==> src/rtl/sci2_tx_sched.sv <==
// SCI2 command-line transmitter: round-robin choice between two requesters, 13-bit
// word framing, LSB-first serialization on a differential pair, then an idle gap.
module sci2_tx_sched #(
  parameter int BIT_DIV  = 2,
  parameter int GAP_BITS = 5
) (
  input  logic        clk,
  input  logic        rst_n,
  input  logic [1:0]  req_valid,
  output logic [1:0]  req_ready,
  input  logic [2:0]  req0_cmd,
  input  logic        req0_group,
  input  logic [4:0]  req0_addr,
  input  logic [35:0] req0_info,
  input  logic [2:0]  req0_len,
  input  logic [2:0]  req1_cmd,
  input  logic        req1_group,
  input  logic [4:0]  req1_addr,
  input  logic [35:0] req1_info,
  input  logic [2:0]  req1_len,
  output logic        data_a,
  output logic        data_b,
  output logic        busy,
  output logic        grant,
  output logic        done,
  output logic        err
);

  localparam logic [15:0] DIV_LAST = 16'(BIT_DIV - 1);
  // The line output lags the state by one register, so GAP lasts one extra cycle.
  localparam logic [15:0] GAP_LAST = 16'(GAP_BITS * BIT_DIV);

  typedef enum logic [1:0] {S_IDLE, S_SHIFT, S_GAP} state_t;

  state_t      state_q, state_d;
  logic [1:0]  req_ready_q, req_ready_d;
  logic        data_a_q, data_a_d;
  logic        busy_q, busy_d;
  logic        grant_q, grant_d;
  logic        rr_q, rr_d;
  logic        done_q, done_d;
  logic        err_q, err_d;
  logic [2:0]  cmd_q, cmd_d;
  logic        group_q, group_d;
  logic [4:0]  addr_q, addr_d;
  logic [35:0] info_q, info_d;
  logic [2:0]  len_q, len_d;
  logic [15:0] div_q, div_d;
  logic [3:0]  bit_q, bit_d;
  logic [2:0]  word_q, word_d;
  logic [15:0] gap_q, gap_d;

  logic        win;
  logic [2:0]  sel_len;
  logic        len_ok_q;
  logic        mark;
  logic [8:0]  cur_data;
  logic [12:0] frame;
  logic [8:0]  word_data [0:4];

  assign word_data[0] = {cmd_q, group_q, addr_q};
  generate
    for (genvar gi = 1; gi < 5; gi++) begin : g_info
      assign word_data[gi] = info_q[9*(gi-1) +: 9];
    end
  endgenerate

  assign len_ok_q = (len_q != 3'd0) && (len_q <= 3'd5);

  // Frame: stop, odd parity over data+mark, mark, data, start (bit 0 is sent first).
  always_comb begin
    cur_data = word_data[word_q];
    mark     = (word_q == 3'd0);
    frame    = {1'b1, ~^{mark, cur_data}, mark, cur_data, 1'b0};
  end

  always_comb begin
    state_d     = state_q;
    req_ready_d = 2'b00;
    busy_d      = busy_q;
    grant_d     = grant_q;
    rr_d        = rr_q;
    done_d      = 1'b0;
    err_d       = (req_ready_q != 2'b00) && !len_ok_q;
    data_a_d    = (state_q == S_SHIFT) ? frame[bit_q] : 1'b1;
    cmd_d       = cmd_q;
    group_d     = group_q;
    addr_d      = addr_q;
    info_d      = info_q;
    len_d       = len_q;
    div_d       = div_q;
    bit_d       = bit_q;
    word_d      = word_q;
    gap_d       = gap_q;
    win         = 1'b0;
    sel_len     = req0_len;

    case (state_q)
      S_IDLE: begin
        if (req_valid != 2'b00) begin
          win         = (req_valid == 2'b11) ? rr_q : req_valid[1];
          sel_len     = win ? req1_len : req0_len;
          req_ready_d = win ? 2'b10 : 2'b01;
          grant_d     = win;
          rr_d        = ~win;
          busy_d      = 1'b1;
          cmd_d       = win ? req1_cmd   : req0_cmd;
          group_d     = win ? req1_group : req0_group;
          addr_d      = win ? req1_addr  : req0_addr;
          info_d      = win ? req1_info  : req0_info;
          len_d       = sel_len;
          div_d       = 16'd0;
          bit_d       = 4'd0;
          word_d      = 3'd0;
          gap_d       = 16'd0;
          // Illegal lengths skip straight to the gap so the requester still gets a done.
          state_d     = ((sel_len != 3'd0) && (sel_len <= 3'd5)) ? S_SHIFT : S_GAP;
        end
      end
      S_SHIFT: begin
        if (div_q == DIV_LAST) begin
          div_d = 16'd0;
          if (bit_q == 4'd12) begin
            bit_d = 4'd0;
            if (word_q == len_q - 3'd1) begin
              word_d  = 3'd0;
              state_d = S_GAP;
            end else begin
              word_d = word_q + 3'd1;
            end
          end else begin
            bit_d = bit_q + 4'd1;
          end
        end else begin
          div_d = div_q + 16'd1;
        end
      end
      S_GAP: begin
        if (gap_q == GAP_LAST) begin
          gap_d   = 16'd0;
          state_d = S_IDLE;
          done_d  = 1'b1;
          busy_d  = 1'b0;
        end else begin
          gap_d = gap_q + 16'd1;
        end
      end
      default: state_d = S_IDLE;
    endcase
  end

  always_ff @(posedge clk) begin
    if (!rst_n) begin
      state_q     <= S_IDLE;
      req_ready_q <= 2'b00;
      data_a_q    <= 1'b1;
      busy_q      <= 1'b0;
      grant_q     <= 1'b0;
      rr_q        <= 1'b0;
      done_q      <= 1'b0;
      err_q       <= 1'b0;
      cmd_q       <= 3'd0;
      group_q     <= 1'b0;
      addr_q      <= 5'd0;
      info_q      <= 36'd0;
      len_q       <= 3'd0;
      div_q       <= 16'd0;
      bit_q       <= 4'd0;
      word_q      <= 3'd0;
      gap_q       <= 16'd0;
    end else begin
      state_q     <= state_d;
      req_ready_q <= req_ready_d;
      data_a_q    <= data_a_d;
      busy_q      <= busy_d;
      grant_q     <= grant_d;
      rr_q        <= rr_d;
      done_q      <= done_d;
      err_q       <= err_d;
      cmd_q       <= cmd_d;
      group_q     <= group_d;
      addr_q      <= addr_d;
      info_q      <= info_d;
      len_q       <= len_d;
      div_q       <= div_d;
      bit_q       <= bit_d;
      word_q      <= word_d;
      gap_q       <= gap_d;
    end
  end

  assign req_ready = req_ready_q;
  assign data_a    = data_a_q;
  assign data_b    = ~data_a_q;
  assign busy      = busy_q;
  assign grant     = grant_q;
  assign done      = done_q;
  assign err       = err_q;

endmodule

==> config.mk <==
export PLATFORM = sky130hd
export DESIGN_NAME = sci2_tx_sched
export DESIGN_NICKNAME = d
export VERILOG_FILES = /design/src/rtl/sci2_tx_sched.sv
export SDC_FILE = /design/constraint.sdc
export NUM_CORES = 1
export LEC_CHECK = 0
export CAP_MARGIN = 30
export CELL_PAD_IN_SITES_DETAIL_PLACEMENT = 1
export CELL_PAD_IN_SITES_GLOBAL_PLACEMENT = 1
export CORE_MARGIN = 8
export CORE_UTILIZATION = 40
export CTS_CLUSTER_SIZE = 25
export DETAILED_ROUTE_END_ITERATION = 10
export PLACE_DENSITY = 0.93
export REMOVE_ABC_BUFFERS = 1
export SETUP_SLACK_MARGIN = 0.4
export SLEW_MARGIN = 10
export SYNTH_ARGS = -nofsm -noshare
export SYNTH_HDL_FRONTEND = slang
export SYNTH_SLANG_ARGS = --single-unit
==> constraint.sdc <==
create_clock -name clk -period 3.3 [get_ports clk]
set_input_delay 0.66 -clock clk [delete_from_list [all_inputs] [get_ports clk]]
set_output_delay 0.66 -clock clk [all_outputs]
set_load 0.03 [all_outputs]
==> metrics, run 1 <==
final net count=754; MaxCap Viol Count=0; synthesized area per cell=8.83 µm²; Die Height=126 µm; post-CTS setup buffer count=0; Final setup violation count=0; DRC violations left=0; Slew HR=0.526; post-DR wirelength/cell=about 19 µm; DRT antenna net count=0; gpl congestion=0.813; worst-path fanout max=5; worst r2r src=word_q[1]; Post-Route Utilization=0.530; # placed instances=779; CP startpoint=req_valid[0]; latest clock arrival within the worst-skew pair=~0.35 ns; total gr overflow=0; CTS Buf Count=9; clock root buffer=clkbuf_16; initial antenna violation count=0; ANT cells=0; die width=126 µm; Layout Skew=0.00530 ns; Final HPWL DP=approximately 12,000 µm; Clock transition at path regs=0.06 ns; Final Cycle Share=0.778; CORE AREA=11,900 µm²; post-synthesis sequential area ratio=0.400; Worst Setup End Kind=register; WS Path Type=in2reg; startpoint types=input port; Fillers=1,375; Period minus WS final=2.57 ns; GRT Resource Usage Total=0.195; share of cells above drive strength 1=0.0602; CP required=3.58 ns; # rows=40; power per cell area=667 nW/µm²; vias per cell=5.80; ys async rst share=0; status=finished, final reports clean; FMAX=390 MHz; CP peak stage delay=0.51 ns; Slew @ Worst Pin=0.710 ns; EDFF count, synth=0; io pins=108; VDD IR max=0.249 mV; Area Growth Syn to Fin=30.1%; CP top delay family=simple AND/OR/NAND/NOR gates; Yosys warning count=0; vias in the first global route=5,238; hold path startpoint=rr_q; final wirelength=15,300 µm; H-Tree Depth=3; Hold Vio Cnt, Final=0; Max clock buf depth=2; Port Buffers=approximately 110; full die area=15,900 µm²; Hold Slack=0.464 ns; LEAKAGE=0.00260 µW; Mapped Cells=approximately 550; most frequent cells in the layout=clkdlybuf4s50_1, dfxtp_1, nor2_1, inv_1, a222oi_1; Starting Density=0.407; multi-input logic area=2550 µm²; CTS tree=yes; CP max-delay cell=clkdlybuf4s50_1; largest net degree at the start of global routing=48; crit path DAT=2.85 ns; post-route worst setup slack=0.733 ns; Worst Path Buf+Inv=2; CTS Sinks=97; Syn Std Cell Area=4850 µm²; CP Cell Sequence=clkdlybuf4s50_1 > inv_1 > o21ai_1 > mux2i_1 > and3_1 > nor3_1 > or3_1 > a21oi_1; Place WS=0.404 ns; fin cells=roughly 800; Final Slew Violations=0; RSZ-0062 raised after global routing=no; Most used DFF post-synth=dfxtp_1; cts hold-fix bufs=0; DRT Pass-1 Iters=8; #FFs+latches synth=97; most common cell after layout, fill and taps aside=clkdlybuf4s50_1; vias=4,613; Post-CTS Resized=0; first-pass GRT wire length=25,300 µm; Hold Crit Class=reg2reg; Synth cell types=55; register area=1940 µm²; DR iter-0 viols=357
==> path summary, 6_finish.rpt <==
| check | slack, ns | cells past startpoint | endpoint |
|---|---|---|---|
| min reg2reg | 0.46 | 1 | rr_q |
| min | 0.46 | 1 | rr_q |
| max reg2reg | 0.75 | 7 | data_a |
| max | 0.73 | 8 | state_q[1] |
==> cells by family after synthesis <==
logic type | after synthesis | share of synthesized area
compound gates | 114 | 0.187
xor+xnor | 33 | 0.0596
fa+ha+maj | 11 | 0.0284
buf+inv | 92 | 0.0769
flops | 97 | 0.400
mux | 23 | 0.0673
simple gates | 179 | 0.180
==> per-layer routing <==
metal,GRT usage,wire length (µm),vias up
met5,0,0,-
met4,0.113,508,0
met3,0.0371,576,36
met2,0.359,8110,130
met1,0.203,6140,2264
li1,-,-,2183
==> cell usage after synthesis, types with 4 or more instances <==
library cell	n	area, µm²
dfxtp_1	97	1940
nor2_1	70	263
inv_1	59	221
a222oi_1	45	450
nand2_1	28	105
a21oi_1	21	105
clkbuf_1	20	75.1
xnor2_1	18	158
mux2i_1	15	150
nand3_1	15	75.1
xor2_1	15	131
nor3_1	13	65.1
and3_1	11	68.8
ha_1	11	138
o21ai_0	11	55.1
a211oi_1	9	67.6
nor4_1	9	56.3
and4_1	5	43.8
buf_1	5	18.8
mux4_2	5	113
nor2b_1	5	31.3
o22ai_1	5	31.3
a22oi_1	4	30.0
buf_2	4	20.0
nand2b_1	4	25.0
nand4_1	4	25.0
==> final cells by class <==
class                           instances  area share
Timing Repair Buffer                  115       0.179
Sequential cell                        97       0.308
Clock buffer                           14      0.0419
Clock inverter                          2     0.00198
Tap cell                              147      0.0292
Multi-Input combinational cell        360       0.404
Inverter                               60      0.0357
==> worst reg2reg max path: stages, from the launching register on <==
cell	delay, ns
dfxtp_1	0.77
mux4_1	0.70
xnor2_1	0.15
o21ai_0	0.20
xnor2_1	0.17
xnor2_1	0.17
xnor2_1	0.17
o211ai_2	0.09
==> where the power goes <==
group	internal, µW	switching [µW]	leakage, µW
clock network	552	441	0.000133
logic	696	895	0.00167
registers	1400	220	0.000794
total	2650	1560	0.00260
==> stage by stage <==
step,power [µW],setup TNS [ns],instance area (µm²)
6_report,4210,0,6310
5_1_grt,4440,0,6310
4_1_cts,4240,0,6310
3_5_place_dp,3230,0,6030
3_3_place_gp,3090,0,6030
2_1_floorplan,2640,-54.75,4700
==> state kept, by name, summed over array words and instances, names as in the netlist <==
| signal | flops |
|---|---|
| cmd_q | 3 |
| req_ready | 2 |
| state_q | 2 |
| bit_q | 4 |
| data_a | 1 |
| div_q | 16 |
| len_q | 3 |
| gap_q | 16 |
| err | 1 |
| word_q | 3 |
| info_q | 36 |
| addr_q | 5 |
| group_q | 1 |
| done | 1 |
| grant | 1 |
| busy | 1 |
| rr_q | 1 |
No activity file was read; power rests on OpenSTA's default activity.
==> run 2, diff against run 1 <==
Settings changed: CORE_UTILIZATION 40 to 38, PLACE_DENSITY 0.93 to 0.89.
Clock period 3.3 ns to 2.6 ns, I/O delays scaled along.
==> metrics, run 2 (same netlist as run 1, synthesis figures left out) <==
Place WS=0.145 ns (-0.259 ns); CTS tree=yes; total gr overflow=0 (unchanged); vias=4,692 (+1.7%); CP required=2.89 ns (-0.69 ns); crit path DAT=2.47 ns (-0.38 ns); vias per cell=5.63 (-2.9%); Pwr Total=5870 µW (+39%); worst-path fanout max=5 (unchanged); Hold Slack=0.478 ns (+0.0132 ns); final wirelength=16,000 µm (+4.2%); share of cells above drive strength 1=0.110 (+0.0503); hold path startpoint=grant; Period minus WS final=2.18 ns; Hold Vio Cnt, Final=0 (unchanged); CORE AREA=12,500 µm² (+5.1%); Clock transition at path regs=0.07 ns (about the same); design area=6670 µm² (+5.7%); startpoint types=input port; Final Slew Violations=0 (unchanged); clock root buffer=clkbuf_16; Layout Skew=0.00819 ns (+0.00289 ns); CTS Buf Count=9 (unchanged); largest net degree at the start of global routing=48 (unchanged); most frequent cells in the layout=clkdlybuf4s50_1, dfxtp_1, nor2_1, inv_1, a222oi_1; Die Height=129 µm (+2.3%); post-DR wirelength/cell=19.2 µm (-0.53%); Fillers=1,442 (+4.9%); most common cell after layout, fill and taps aside=clkdlybuf4s50_1; DRT antenna net count=0 (unchanged); fin cells=833 (+4.8%); # placed instances=810 (+4.0%); Starting Density=0.387 (-0.0197); CTS Sinks=97 (unchanged); Area Growth Syn to Fin=37.4%; vias in the first global route=5,027 (-4.0%); post-route worst setup slack=0.419 ns (-0.314 ns); io pins=108 (unchanged); DR iter-0 viols=353 (-1.1%); Final Cycle Share=0.839; final net count=768 (+1.9%); FMAX=459 MHz; initial antenna violation count=0 (unchanged); Max clock buf depth=2 (unchanged); Final HPWL DP=11,300 µm (-2.6%); VDD IR max=0.346 mV (+39%); RSZ-0062 raised after global routing=yes; worst r2r src=len_q[1]; WS Path Type=in2reg; MaxCap Viol Count=0 (unchanged); Worst Setup End Kind=register; CP startpoint=req_valid[0]; H-Tree Depth=3 (unchanged); power per cell area=881 nW/µm² (+32%); ANT cells=0 (unchanged); first-pass GRT wire length=24,700 µm (-2.5%); LEAKAGE=0.00273 µW (+4.8%); die width=129 µm (+2.3%); DRT Pass-1 Iters=8 (unchanged); Hold Crit Class=reg2reg; status=finished, final reports clean; cts hold-fix bufs=0 (unchanged); Placed Area=6160 µm² (+2.1%); Regs by FF count=info_q x36, div_q x16, gap_q x16; Slew @ Worst Pin=0.491 ns (-0.220 ns); Slew HR=0.670 (+0.144); Largest Register=info_q; GRT Resource Usage Total=0.186 (-0.00926); Port Buffers=107 (unchanged); Final setup violation count=0 (unchanged); # rows=41 (+2.5%); number of flip-flops under the largest register name=36 (unchanged); gpl congestion=0.815 (+0.27%); full die area=16,600 µm² (+4.6%); DRC violations left=0 (unchanged); latest clock arrival within the worst-skew pair=0.35 ns (about the same)
[run 2: cell types whose count changed in the layout (fill, tap and decap cells not counted), moves of 3 or more]
cell | before | now
mux2i_1 | 15 | 12
bufinv_16 | 0 | 3
clkbuf_1 | 3 | 0
buf_4 | 8 | 16
buf_12 | 0 | 4
dfxtp_1 | 97 | 94
[run 2: repair_timing]
action / 4_1_cts / 5_1_grt
endpoints found under the setup margin: 3 / 6
pin swaps: 0 / 6
gates resized for setup: 5 / 18
gates cloned: 1 / 0
setup buffers: 0 / 7
[run 2: final cells by class]
type / count / area [µm²] / share of cell area
Tap cell: 172 / 215 / 0.0323
Clock inverter: 6 / 108 / 0.0161
Timing Repair Buffer: 129 / 1320 / 0.197
Sequential cell: 97 / 1950 / 0.293
Multi-Input combinational cell: 360 / 2630 / 0.394
Inverter: 60 / 225 / 0.0338
Clock buffer: 9 / 225 / 0.0338
[run 2: final timing paths]
| path | endpoint | slack, ns | cells after the start |
|---|---|---|---|
| max | state_q[1] | 0.42 | 9 |
| min | grant | 0.48 | 1 |
| max reg2reg | state_q[1] | 0.43 | 8 |
| min reg2reg | grant | 0.48 | 1 |
[run 2: worst max-delay path, stage by stage]
cell,delay (ns)
clkdlybuf4s50_1,0.53
inv_1,0.06
o21ai_1,0.12
buf_4,0.20
mux2i_4,0.27
and3_4,0.21
nor3_1,0.05
or3_4,0.34
a21oi_2,0.15
[run 2: layer usage]
layer  wire length [µm]  global-route usage
met1               6220               0.197
met4                487              0.0864
met2               8460               0.339
met5                  0                   0
met3                818              0.0451
[run 2: per-stage QoR]
step,setup TNS (ns),utilization
2_1_floorplan,-82.34,-
3_3_place_gp,0,0.492
3_5_place_dp,0,0.492
4_1_cts,0,0.522
5_1_grt,0,0.532
6_report,0,0.532
[run 2: report_power, final]
| group | total [µW] | switching, µW | internal (µW) |
|---|---|---|---|
| Sequential | 2070 | 283 | 1790 |
| Clock | 1520 | 585 | 932 |
| Combinational | 2280 | 1250 | 1040 |
